`config.mk`:
```
export PLATFORM = sky130hd
export DESIGN_NAME = alu_decode_stage
export DESIGN_NICKNAME = d
export VERILOG_FILES = /design/src/rtl/alu_decode_stage_pkg.sv /design/src/rtl/alu_decode_stage_decoder.sv /design/src/rtl/alu_decode_stage.sv
export SDC_FILE = /design/constraint.sdc
export NUM_CORES = 1
export LEC_CHECK = 0
export CORE_MARGIN = 3
export CORE_UTILIZATION = 40
export CTS_BUF_LIST = sky130_fd_sc_hd__clkbuf_16
export CTS_CLUSTER_SIZE = 30
export DETAILED_ROUTE_END_ITERATION = 10
export GPL_ROUTABILITY_DRIVEN = 0
export MAX_ROUTING_LAYER = met4
export PLACE_DENSITY_LB_ADDON = 0.2
export SETUP_SLACK_MARGIN = 0.05
export SYNTH_ARGS = -nofsm -noshare
export SYNTH_HDL_FRONTEND = slang
export SYNTH_SLANG_ARGS = --single-unit
```
`constraint.sdc`:
```
create_clock -name clk_i -period 1.8 [get_ports clk_i]
set_input_delay 0.45 -clock clk_i [delete_from_list [all_inputs] [get_ports clk_i]]
set_output_delay 0.45 -clock clk_i [all_outputs]
set_load 0.01 [all_outputs]
```
`src/rtl/alu_decode_stage_pkg.sv`:
```
// Shared types for the ALU decode stage: opcode constants, ALU function
// codes and the decoded entry that travels through the skid buffer.
package alu_decode_stage_pkg;

    // Datapath widths; the stage's XLEN/REG_AW parameters default to these.
    localparam int ALU_XLEN   = 32;
    localparam int ALU_REG_AW = 5;

    // Major opcodes handled by this stage.
    localparam logic [6:0] OPC_OP     = 7'b0110011;
    localparam logic [6:0] OPC_OP_IMM = 7'b0010011;

    // funct7 codes understood by the ALU.
    typedef enum logic [6:0] {
        F7_DEFAULT = 7'b0000000,
        F7_NEG     = 7'b0100000
    } alu_funct7_e;

    // funct3 codes understood by the ALU.
    typedef enum logic [2:0] {
        F3_ADD = 3'b000,
        F3_XOR = 3'b100,
        F3_OR  = 3'b110,
        F3_AND = 3'b111
    } alu_funct3_e;

    // One decoded instruction as handed to the execute stage.
    typedef struct packed {
        logic [ALU_XLEN-1:0]   op1;
        logic [ALU_XLEN-1:0]   op2;
        alu_funct7_e           funct7;
        alu_funct3_e           funct3;
        logic [ALU_REG_AW-1:0] rd;
        logic                  illegal;
    } decoded_t;

    // True for the funct3 values the ALU currently implements.
    function automatic logic is_alu_funct3(input logic [2:0] funct3);
        return (funct3 == F3_ADD) || (funct3 == F3_XOR) ||
               (funct3 == F3_OR)  || (funct3 == F3_AND);
    endfunction

    // Sign-extend the I-type 12-bit immediate to the datapath width.
    function automatic logic [ALU_XLEN-1:0] sext_imm12(input logic [11:0] imm);
        return {{(ALU_XLEN-12){imm[11]}}, imm};
    endfunction

endpackage

```
`src/rtl/alu_decode_stage_decoder.sv`:
```
// Combinational RV32I decoder for OP and OP-IMM: splits out register
// addresses and turns the word plus register read data into a decoded_t.
module alu_decoder
    import alu_decode_stage_pkg::*;
(
    input  logic [31:0]           instr,
    input  logic [ALU_XLEN-1:0]   rs1_data,
    input  logic [ALU_XLEN-1:0]   rs2_data,
    output logic [ALU_REG_AW-1:0] rs1_addr,
    output logic [ALU_REG_AW-1:0] rs2_addr,
    output decoded_t              decoded
);

    logic [6:0] opcode;
    logic [2:0] funct3;
    logic [6:0] funct7;

    assign opcode   = instr[6:0];
    assign funct3   = instr[14:12];
    assign funct7   = instr[31:25];
    assign rs1_addr = instr[19:15];
    assign rs2_addr = instr[24:20];

    // Decode the instruction; anything not recognised stays illegal with
    // the neutral ADD/default function codes.
    always_comb begin
        // NOTE: every field gets a default first so no path can infer a latch.
        decoded.op1     = rs1_data;
        decoded.op2     = rs2_data;
        decoded.funct7  = F7_DEFAULT;
        decoded.funct3  = F3_ADD;
        decoded.rd      = instr[11:7];
        decoded.illegal = 1'b1;

        unique case (opcode)
            OPC_OP: begin
                if (is_alu_funct3(funct3)) begin
                    if (funct7 == F7_DEFAULT) begin
                        decoded.funct3  = alu_funct3_e'(funct3);
                        decoded.illegal = 1'b0;
                    end else if ((funct7 == F7_NEG) && (funct3 == F3_ADD)) begin
                        decoded.funct7  = F7_NEG;
                        decoded.illegal = 1'b0;
                    end
                end
            end
            OPC_OP_IMM: begin
                // The immediate replaces rs2 even for unsupported funct3.
                decoded.op2 = sext_imm12(instr[31:20]);
                if (is_alu_funct3(funct3)) begin
                    decoded.funct3  = alu_funct3_e'(funct3);
                    decoded.illegal = 1'b0;
                end
            end
            default: begin
                decoded.illegal = 1'b1;
            end
        endcase
    end

endmodule

```
`src/rtl/alu_decode_stage.sv`:
```
// Decode stage in front of the ALU. Instructions arrive on a valid/ready
// handshake, are decoded at accept time and held in a two-entry skid
// buffer (head = output register, tail = skid) so that both in_ready_o and
// the outputs come straight from flops.
module alu_decode_stage
    import alu_decode_stage_pkg::*;
#(
    parameter int XLEN   = ALU_XLEN,   // must match the package datapath width
    parameter int REG_AW = ALU_REG_AW
) (
    input  logic              clk_i,
    input  logic              rst_ni,
    input  logic              flush_i,
    input  logic              in_valid_i,
    output logic              in_ready_o,
    input  logic [31:0]       instr_i,
    output logic [REG_AW-1:0] rs1_addr_o,
    output logic [REG_AW-1:0] rs2_addr_o,
    input  logic [XLEN-1:0]   rs1_data_i,
    input  logic [XLEN-1:0]   rs2_data_i,
    output logic              out_valid_o,
    input  logic              out_ready_i,
    output logic [XLEN-1:0]   operand_1_o,
    output logic [XLEN-1:0]   operand_2_o,
    output alu_funct7_e       funct7_o,
    output alu_funct3_e       funct3_o,
    output logic [REG_AW-1:0] rd_o,
    output logic              illegal_o
);

    decoded_t decoded;
    decoded_t head;
    decoded_t skid;
    logic     head_valid;
    logic     skid_valid;

    logic accept;
    logic emit;
    logic head_load;
    logic skid_fill;
    logic skid_drain;

    alu_decoder u_decoder (
        .instr    (instr_i),
        .rs1_data (rs1_data_i),
        .rs2_data (rs2_data_i),
        .rs1_addr (rs1_addr_o),
        .rs2_addr (rs2_addr_o),
        .decoded  (decoded)
    );

    // Handshake events and buffer moves for this cycle.
    always_comb begin
        accept     = in_valid_i & in_ready_o;
        emit       = head_valid & out_ready_i;
        // The head takes a new entry whenever it is empty or leaving.
        head_load  = emit | ~head_valid;
        // A stalled head pushes the incoming entry into the skid.
        skid_fill  = accept & ~head_load;
        // The skid entry moves forward whenever the head is reloaded.
        skid_drain = head_load & skid_valid;
    end

    // Head/skid state; flush drops both entries, and an emit in the same
    // cycle has already been seen downstream so nothing extra is needed.
    always_ff @(posedge clk_i or negedge rst_ni) begin
        if (!rst_ni) begin
            head_valid <= 1'b0;
            skid_valid <= 1'b0;
            // NOTE: payload registers are reset too because the outputs must
            // show zero/ADD/default values while the stage is in reset.
            head       <= '0;
            skid       <= '0;
        end else if (flush_i) begin
            head_valid <= 1'b0;
            skid_valid <= 1'b0;
        end else begin
            // NOTE: non-blocking updates so every branch sees last cycle's state.
            if (head_load) begin
                head_valid <= skid_valid | accept;
                if (skid_valid) begin
                    head <= skid;
                end else if (accept) begin
                    head <= decoded;
                end
            end
            if (skid_fill) begin
                skid_valid <= 1'b1;
                skid       <= decoded;
            end else if (skid_drain) begin
                skid_valid <= 1'b0;
            end
        end
    end

    // Ready is a pure function of the skid flop: room exists unless it is full.
    assign in_ready_o  = ~skid_valid;

    assign out_valid_o = head_valid;
    assign operand_1_o = head.op1;
    assign operand_2_o = head.op2;
    assign funct7_o    = head.funct7;
    assign funct3_o    = head.funct3;
    assign rd_o        = head.rd;
    assign illegal_o   = head.illegal;

endmodule

```
Yosys cells after proc, flatten, opt, wreduce, memory -nomap -nowiden
Cells that the tools add are included.
- equality and inequality tests: 6
- muxes and demuxes: 20
- bitwise operators: 10
- reduce and logical (&&, ||, !) cells: 11
- operators with widths (operator ; number):
    80-bit two-way mux ; 2
    32-bit two-way mux ; 1
    7-bit by 6-bit equality test with 1-bit output (second input constant) ; 2
    7-bit two-way mux ; 2
    10-bit two-way mux ; 1
    3-bit equality test (second input constant) ; 3
    1-bit two-way mux ; 9
    7-bit by 5-bit equality test with 1-bit output (second input constant) ; 1
    7-bit logical NOT ; 1
    3-bit two-way mux ; 2
    6-bit two-way mux ; 1
    3-bit case mux with 2 select lines ; 1
    1-bit bitwise AND ; 4
    1-bit inverter ; 4
    2-bit nonzero test ; 2
    3-bit logical NOT ; 1
    1-bit logical OR ; 3
    3-bit AND reduction ; 1
    3-bit nonzero test ; 1
    1-bit bitwise OR ; 2
    1-bit case mux with 2 select lines ; 1
    2-bit AND reduction ; 1
    1-bit logical AND ; 1
- register bits after elaboration: 162
- input port bits: 101
- logic and storage cells: 61

Depth between registers and ports, before layout
Gate-level depths: netlist (run 1).
- depth in word-level cells: 8
- depth in mapped cells: 8
- depth with buffers taken out: 4

By module
A second synthesis (run 1) with hierarchy kept.
- cells, all modules: 553
- area, all modules: 7902.6 um^2
- by module, submodules not included (module ; instances ; cells each ; area an instance (um^2) ; sequential area each (um^2)):
    alu_decode_stage ; 1 ; 436 ; 6994.2 ; 4053.9
    alu_decoder ; 1 ; 117 ; 908.4 ; 0.0

Worst setup path after synthesis (run 1)
OpenSTA, ideal clock, no wires.
- path type: input to register
- start: input instr_i[2]
- end: register skid[32] (netlist name)
- library setup time: 0.128 ns
- data arrival time: 1.532 ns
- setup slack: 0.140 ns
- cell stages on the path: 6
- path buffers: 2
- cell sequence: nand4bb_4 -> or3_1 -> buf_2 -> buf_2 -> a21oi_1 -> o21ai_0
- longest elaborated chain between the ends: 2
- RTL lines (what ; line ; text):
    from (decl) ; alu_decode_stage.sv:16 ; input logic [31:0] instr_i,
    7-bit by 5-bit equality test with 1-bit output ; alu_decode_stage_decoder.sv:35 ; unique case (opcode)
    32-bit two-way mux ; alu_decode_stage_decoder.sv:35 ;
    to (signal assigned) ; alu_decode_stage.sv:89 ; skid <= decoded;
    to (decl) ; alu_decode_stage.sv:33 ; decoded_t skid;
No other way between the ends.
A chain may end at the register's enable or synchronous reset.

Worst setup path after layout (run 1)
- start: input instr_i[1]
- end: register skid[34] (netlist name)
Same word-level chain as after synthesis.

==> results.json, run 1 <==
{
  "avgViaCountPerCell": 5.04,
  "leakage_nw": 4.29,
  "yosysMostFrequentCell": "nand2_1",
  "critPathLaunchType": "input pin",
  "instances_no_fill": 1071,
  "fin_util_pct": 58.4,
  "synth_compound_area_share_pct": 14.6,
  "max_freq_ghz": 0.575,
  "required_ps": 2100,
  "ys_warn_count": 0,
  "ios": 193,
  "timing.final.crit_share_pct": 96.6,
  "intPower_w": 0.00714,
  "rows": 46,
  "first_pass_iters": 4,
  "fillerInstances": 1363,
  "grt_max_degree": 69,
  "hold_path_depth": 2,
  "cts_tree": "yes",
  "grt_pass1_wl_mm": 28.3,
  "ys_ff_latch": 150,
  "r2r-start": "skid_valid$_DFFE_PN0P_",
  "power.switching_w": 0.00257,
  "synth_top_area_share_pct": 57.6,
  "grt_pass1_vias": 5529,
  "status": "complete, no violations",
  "min_period_ps": 1740,
  "place_area_um2": 8710,
  "cp_max_fo": 21,
  "switching_share_pct": 26.4,
  "synth_cell_types": 39,
  "diodes": 0,
  "cts_root_buf": "clkbuf_16",
  "critPathKind": "input pin to register",
  "drv_slew": 0,
  "powerDensity_nw_per_um2": 1040,
  "path_clk_slew_ps": 60,
  "wl_per_cell_um": 16.1,
  "synth_top_family_by_area": "simple AND/OR/NAND/NOR gates",
  "hp-class": "register to register",
  "synthCells": 659,
  "synth-simple-area-share_pct": 14.6,
  "ff2ff_path_depth": 6,
  "hold_end": "operand_1_o[21]$_DFFE_PN0P_",
  "max_slew_margin_pct": 55.9,
  "skew_ps": 5.83,
  "synth_area_um2": 6520,
  "drt-initial-drc-count": 331,
  "seqCellArea_um2": 3750,
  "htreeDepth": 4,
  "drv_cap": 0,
  "async_flop_share_pct": 100,
  "synth_edf_count": 0,
  "die_x_um": 134,
  "clock_latency_ps": 420,
  "comb_power_share_pct": 17.4,
  "antenna_found_initial": 0,
  "design_area_um2": 9310,
  "ff2ff_setup_slack_ps": 190,
  "finalNetCount": 944,
  "track_usage_pct": 20.5,
  "min-delay-start": "operand_1_o[21]$_DFFE_PN0P_",
  "drtAntennaViolNets": 0,
  "multi_input_area_um2": 2510,
  "wirelength_mm": 17.2,
  "grt.overflow.total": 0,
  "yosysSeqAreaShare_pct": 57.6,
  "post-dp-hpwl_mm": 12.1,
  "clock_path_buffers": 2,
  "cts_setup_buffers": 0,
  "timing.final.hold_violations": 0,
  "die_area_um2": 17900,
  "synth_adder_area_share_pct": 0,
  "worst_setup_path_end_kind": "register",
  "cts_sinks": 150,
  "setup_viol_count_final": 0,
  "syn_area_per_cell_um2": 9.89,
  "seqPwrFrac_pct": 44.6,
  "yosysTopAreaCell": "dfrtp_1",
  "dp_cells": 1039,
  "area_delta_synth_final_pct": 42.8,
  "drc": 0,
  "synth-xor-area-share_pct": 0,
  "vdd_drop_max_mv": 0.681,
  "arrival_ps": 2030,
  "synth.area.mux_share_pct": 7.37,
  "rsz0062_at_grt": "yes",
  "coreArea_um2": 15900,
  "ys_top_cells_by_count": "nand2_1 (191), dfrtp_1 (150), mux2i_1 (48), o21ai_0 (48), a21oi_1 (47)",
  "layout-drive-gt1-share_pct": 12.6,
  "numCtsBuffers": 17,
  "start_util_pct": 40.9,
  "portBuffers": 176,
  "clkPwrFrac_pct": 38.0,
  "tightestPinTransition_ps": 658,
  "r2r-end": "operand_2_o[21]$_DFFE_PN0P_",
  "die_h_um": 134,
  "vias": 5399,
  "ys_top_cells_by_area": "dfrtp_1 (58%), nand2_1 (11%), mux2i_1 (7.4%), o21ai_0 (3.7%), a21oi_1 (3.6%)",
  "synth_ff_type": "dfrtp_1"
}
-- layout make-up --
class / count / share of cell area, %
flip-flops and latches: 150 / 40.3
multi-input cells: 449 / 26.9
repair buffers: 222 / 23.2
clock buffers: 17 / 4.57
well taps: 216 / 2.90
clock inverters: 14 / 1.96
inverters: 3 / 0.121
-- cells in the final DEF (no fill, tap or decap), drive strengths merged, types with 3 or more instances in the layout --
cell type and count:
nand3 6, buf 46, nand2b 3, a21oi 47
o22ai 21, clkinv 5, clkdlybuf4s50 89, a22oi 8
o211ai 4, mux2i 48, inv 5, clkbuf 18
conb 6, dfrtp 150, o21ai 82, nor3 7
dlygate4sd2 84, nor2 4, or3 4, nand2 192
clkinvlp 3, bufinv 4
-- timing repair --
action | in CTS | in global routing
endpoints found under the hold margin | 35 | 0
pin swaps | 4 | 2
hold buffers | 1 | 0
resized for setup | 87 | 22
endpoints found under the setup margin | 99 | 51
cloned | 0 | 0
-- registers in the layout (all words and copies together), names as in the netlist --
register / flops
funct3_o: 3
illegal_o: 1
funct7_o: 1
out_valid_o: 1
operand_1_o: 32
operand_2_o: 32
skid_valid: 1
rd_o: 5
skid: 74
-- layer usage --
layer	part of all wire, %	track usage (%)
met1	44	26.6
met2	48	31.9
met3	6.5	5.74
met4	1.2	5.83
met5	0	-
-- power groups by stage --
stage	combinational [W]	sequential [W]	clock, W
2_1_floorplan	0.000708	0.00444	0
3_3_place_gp	0.00183	0.00436	0
3_5_place_dp	0.00188	0.00440	0
4_1_cts	0.00171	0.00433	0.00377
5_1_grt	0.00190	0.00440	0.00394
6_report	0.00169	0.00433	0.00369
-- worst max-delay path, stage by stage --
cell	delay, ps
clkdlybuf4s50_1	510
nand4bb_4	130
or3_1	340
buf_4	250
a21oi_1	240
o21ai_0	110
-- cells by family (layout without fill, tap and decap cells) --
logic type             count (synthesis)  after routing
AND/OR/NAND/NOR                      225            225
AO/OA/AOI/OAI                        170            170
flip-flops                           150            150
buffers and inverters                 65            256
multiplexers                          48             48
other                                  1              6
-- per-stage QoR --
| step | setup WS (ps) | hold WS, ps | setup TNS (ps) | total power (W) |
|---|---|---|---|---|
| after floorplan | 140 | 154 | 0 | 0.00515 |
| after global placement | -427 | 389 | -44590 | 0.00619 |
| after detailed placement | -509 | 394 | -47430 | 0.00628 |
| after CTS | 13.6 | 478 | 0 | 0.00980 |
| after global routing | -14.8 | 492 | -16.0 | 0.0102 |
| final | 61.4 | 471 | 0 | 0.00971 |
-- worst max path at each step --
stage                      startpoint                         end  slack, ps
2_1_floorplan              instr_i[2]        skid[32]$_DFFE_PN0P_        140
3_3_place_gp                  flush_i  operand_2_o[7]$_DFFE_PN0P_       -430
3_5_place_dp                  flush_i  operand_2_o[3]$_DFFE_PN0P_       -510
4_1_cts        skid_valid$_DFFE_PN0P_                  in_ready_o         10
5_1_grt                    instr_i[2]        skid[16]$_DFFE_PN0P_        -10
6_report                   instr_i[1]        skid[34]$_DFFE_PN0P_         60
(Power assumes the default switching activity.)
==> run 2: changes to the inputs <==
Settings changed: SKIP_LAST_GASP set to 1.
==> results of run 2 <==
The final DEF is identical to that of run 1; final timing and power are the same.
==> run 3: changes to the inputs <==
Settings changed: SETUP_SLACK_MARGIN 0.05 to 0.5.
==> results.json, run 3 (synthesized netlist as in run 1, its figures left out) <==
{
  "rows": 46,
  "finalNetCount": 1018,
  "timing.final.hold_violations": 0,
  "ios": 193,
  "wirelength_mm": 19.8,
  "drc": 0,
  "arrival_ps": 1860,
  "drt-initial-drc-count": 326,
  "grt_max_degree": 65,
  "fin_util_pct": 64.0,
  "cts_sinks": 150,
  "drv_slew": 0,
  "setup_viol_count_final": 0,
  "max_slew_margin_pct": 61.6,
  "critPathKind": "register to register",
  "max_flop_register": "skid",
  "tns_ps": 0,
  "layout-drive-gt1-share_pct": 33.4,
  "drtAntennaViolNets": 0,
  "path_clk_slew_ps": 60,
  "die_x_um": 134,
  "post-dp-hpwl_mm": 12.0,
  "max_freq_ghz": 0.641,
  "cts_tree": "yes",
  "cts_root_buf": "clkbuf_16",
  "clock_path_buffers": 2,
  "skew_ps": 6.20,
  "timing.final.crit_share_pct": 86.6,
  "design_area_um2": 10200,
  "worst_setup_path_end_kind": "register",
  "drv_cap": 0,
  "dp_cells": 1043,
  "hp-class": "input pin to register",
  "place_area_um2": 8860,
  "coreArea_um2": 15900,
  "antenna_found_initial": 0,
  "start_util_pct": 40.9,
  "critPathLaunchType": "register",
  "vdd_drop_max_mv": 0.662,
  "track_usage_pct": 22.5,
  "htreeDepth": 4,
  "numCtsBuffers": 17,
  "mostFrequentLayoutCells": "nand2_1 (190), dfrtp_1 (149), buf_4 (79), o21ai_1 (74)",
  "area_delta_synth_final_pct": 56.5,
  "portBuffers": 176,
  "instances_no_fill": 1145,
  "required_ps": 2100,
  "grt_pass1_vias": 5949,
  "wl_per_cell_um": 17.3,
  "clock_latency_ps": 420,
  "min_period_ps": 1560,
  "grt_pass1_wl_mm": 30.7,
  "first_pass_iters": 5,
  "leakage_nw": 4.75,
  "grt.overflow.total": 0,
  "powerDensity_nw_per_um2": 974,
  "avgViaCountPerCell": 5.11,
  "die_area_um2": 17900,
  "tightestPinTransition_ps": 575,
  "final_common_cell": "nand2_1",
  "status": "complete, no violations",
  "hold_slack_ps": 322,
  "diodes": 0,
  "largest_reg_flops": 74,
  "die_h_um": 134,
  "cp_max_fo": 22,
  "rsz0062_at_grt": "yes",
  "vias": 5846
}
run 3: final timing paths:
check,startpoint,endpoint,slack [ps],cells after the start
min in group asynchronous,rst_ni,operand_1_o[29]$_DFFE_PN0P_,520,2
max reg2reg,out_valid_o$_DFFE_PN0P_,operand_2_o[23]$_DFFE_PN0P_,240,5
min reg2reg,skid[75]$_DFFE_PN0P_,skid[75]$_DFFE_PN0P_,470,2
max in group asynchronous,rst_ni,skid_valid$_DFFE_PN0P_,720,3
min,instr_i[25],operand_2_o[5]$_DFFE_PN0P_,320,3
max,out_valid_o$_DFFE_PN0P_,operand_2_o[23]$_DFFE_PN0P_,240,5
run 3: layer usage:
metal  up-vias  global-route usage (%)  share of wire, %
met3        28                    5.10               5.8
met5         -                       -                 0
met4         0                    8.74               1.8
li1       2757                       -                 -
met2       205                    36.0                50
met1      2856                    27.9                42
run 3: power by group:
| part | switching (W) | internal, W | leakage, nW | total (W) |
|---|---|---|---|---|
| sequential | 0.000386 | 0.00399 | 1.86 | 0.00438 |
| combinational | 0.000966 | 0.00113 | 2.61 | 0.00209 |
| clock | 0.00134 | 0.00213 | 0.289 | 0.00347 |
run 3: stage by stage:
| step | setup slack [ps] | total power [W] |
|---|---|---|
| after global routing | 201 | 0.0104 |
| after floorplan | 146 | 0.00519 |
| final | 240 | 0.00994 |
| after global placement | -472 | 0.00623 |
| after CTS | 254 | 0.00969 |
| after detailed placement | -497 | 0.00633 |
run 3: area by class of cell:
| class | count | area [um2] |
|---|---|---|
| multi-input combinational | 449 | 2790 |
| timing repair buffer | 296 | 2810 |
| inverter | 3 | 11.3 |
| clock inverter | 14 | 145 |
| clock buffer | 17 | 425 |
| sequential | 150 | 3750 |
| fill | 1295 | 5740 |
| tap | 216 | 270 |
run 3: timing repair:
action                                 in CTS  in global routing
resized for setup                         424                 52
cloned                                      7                  8
hold buffers                                1                  0
pin swaps                                  13                  8
endpoints found under the hold margin      34                  0
setup buffers                              26                 29
setup endpoints to repair                 229                225
run 3: critical path, stage by stage, from the launching register on:
cell	delay [ps]
dfrtp_1	390
nor2b_4	150
or3_4	450
nor2_2	160
buf_12	180
a21oi_1	100
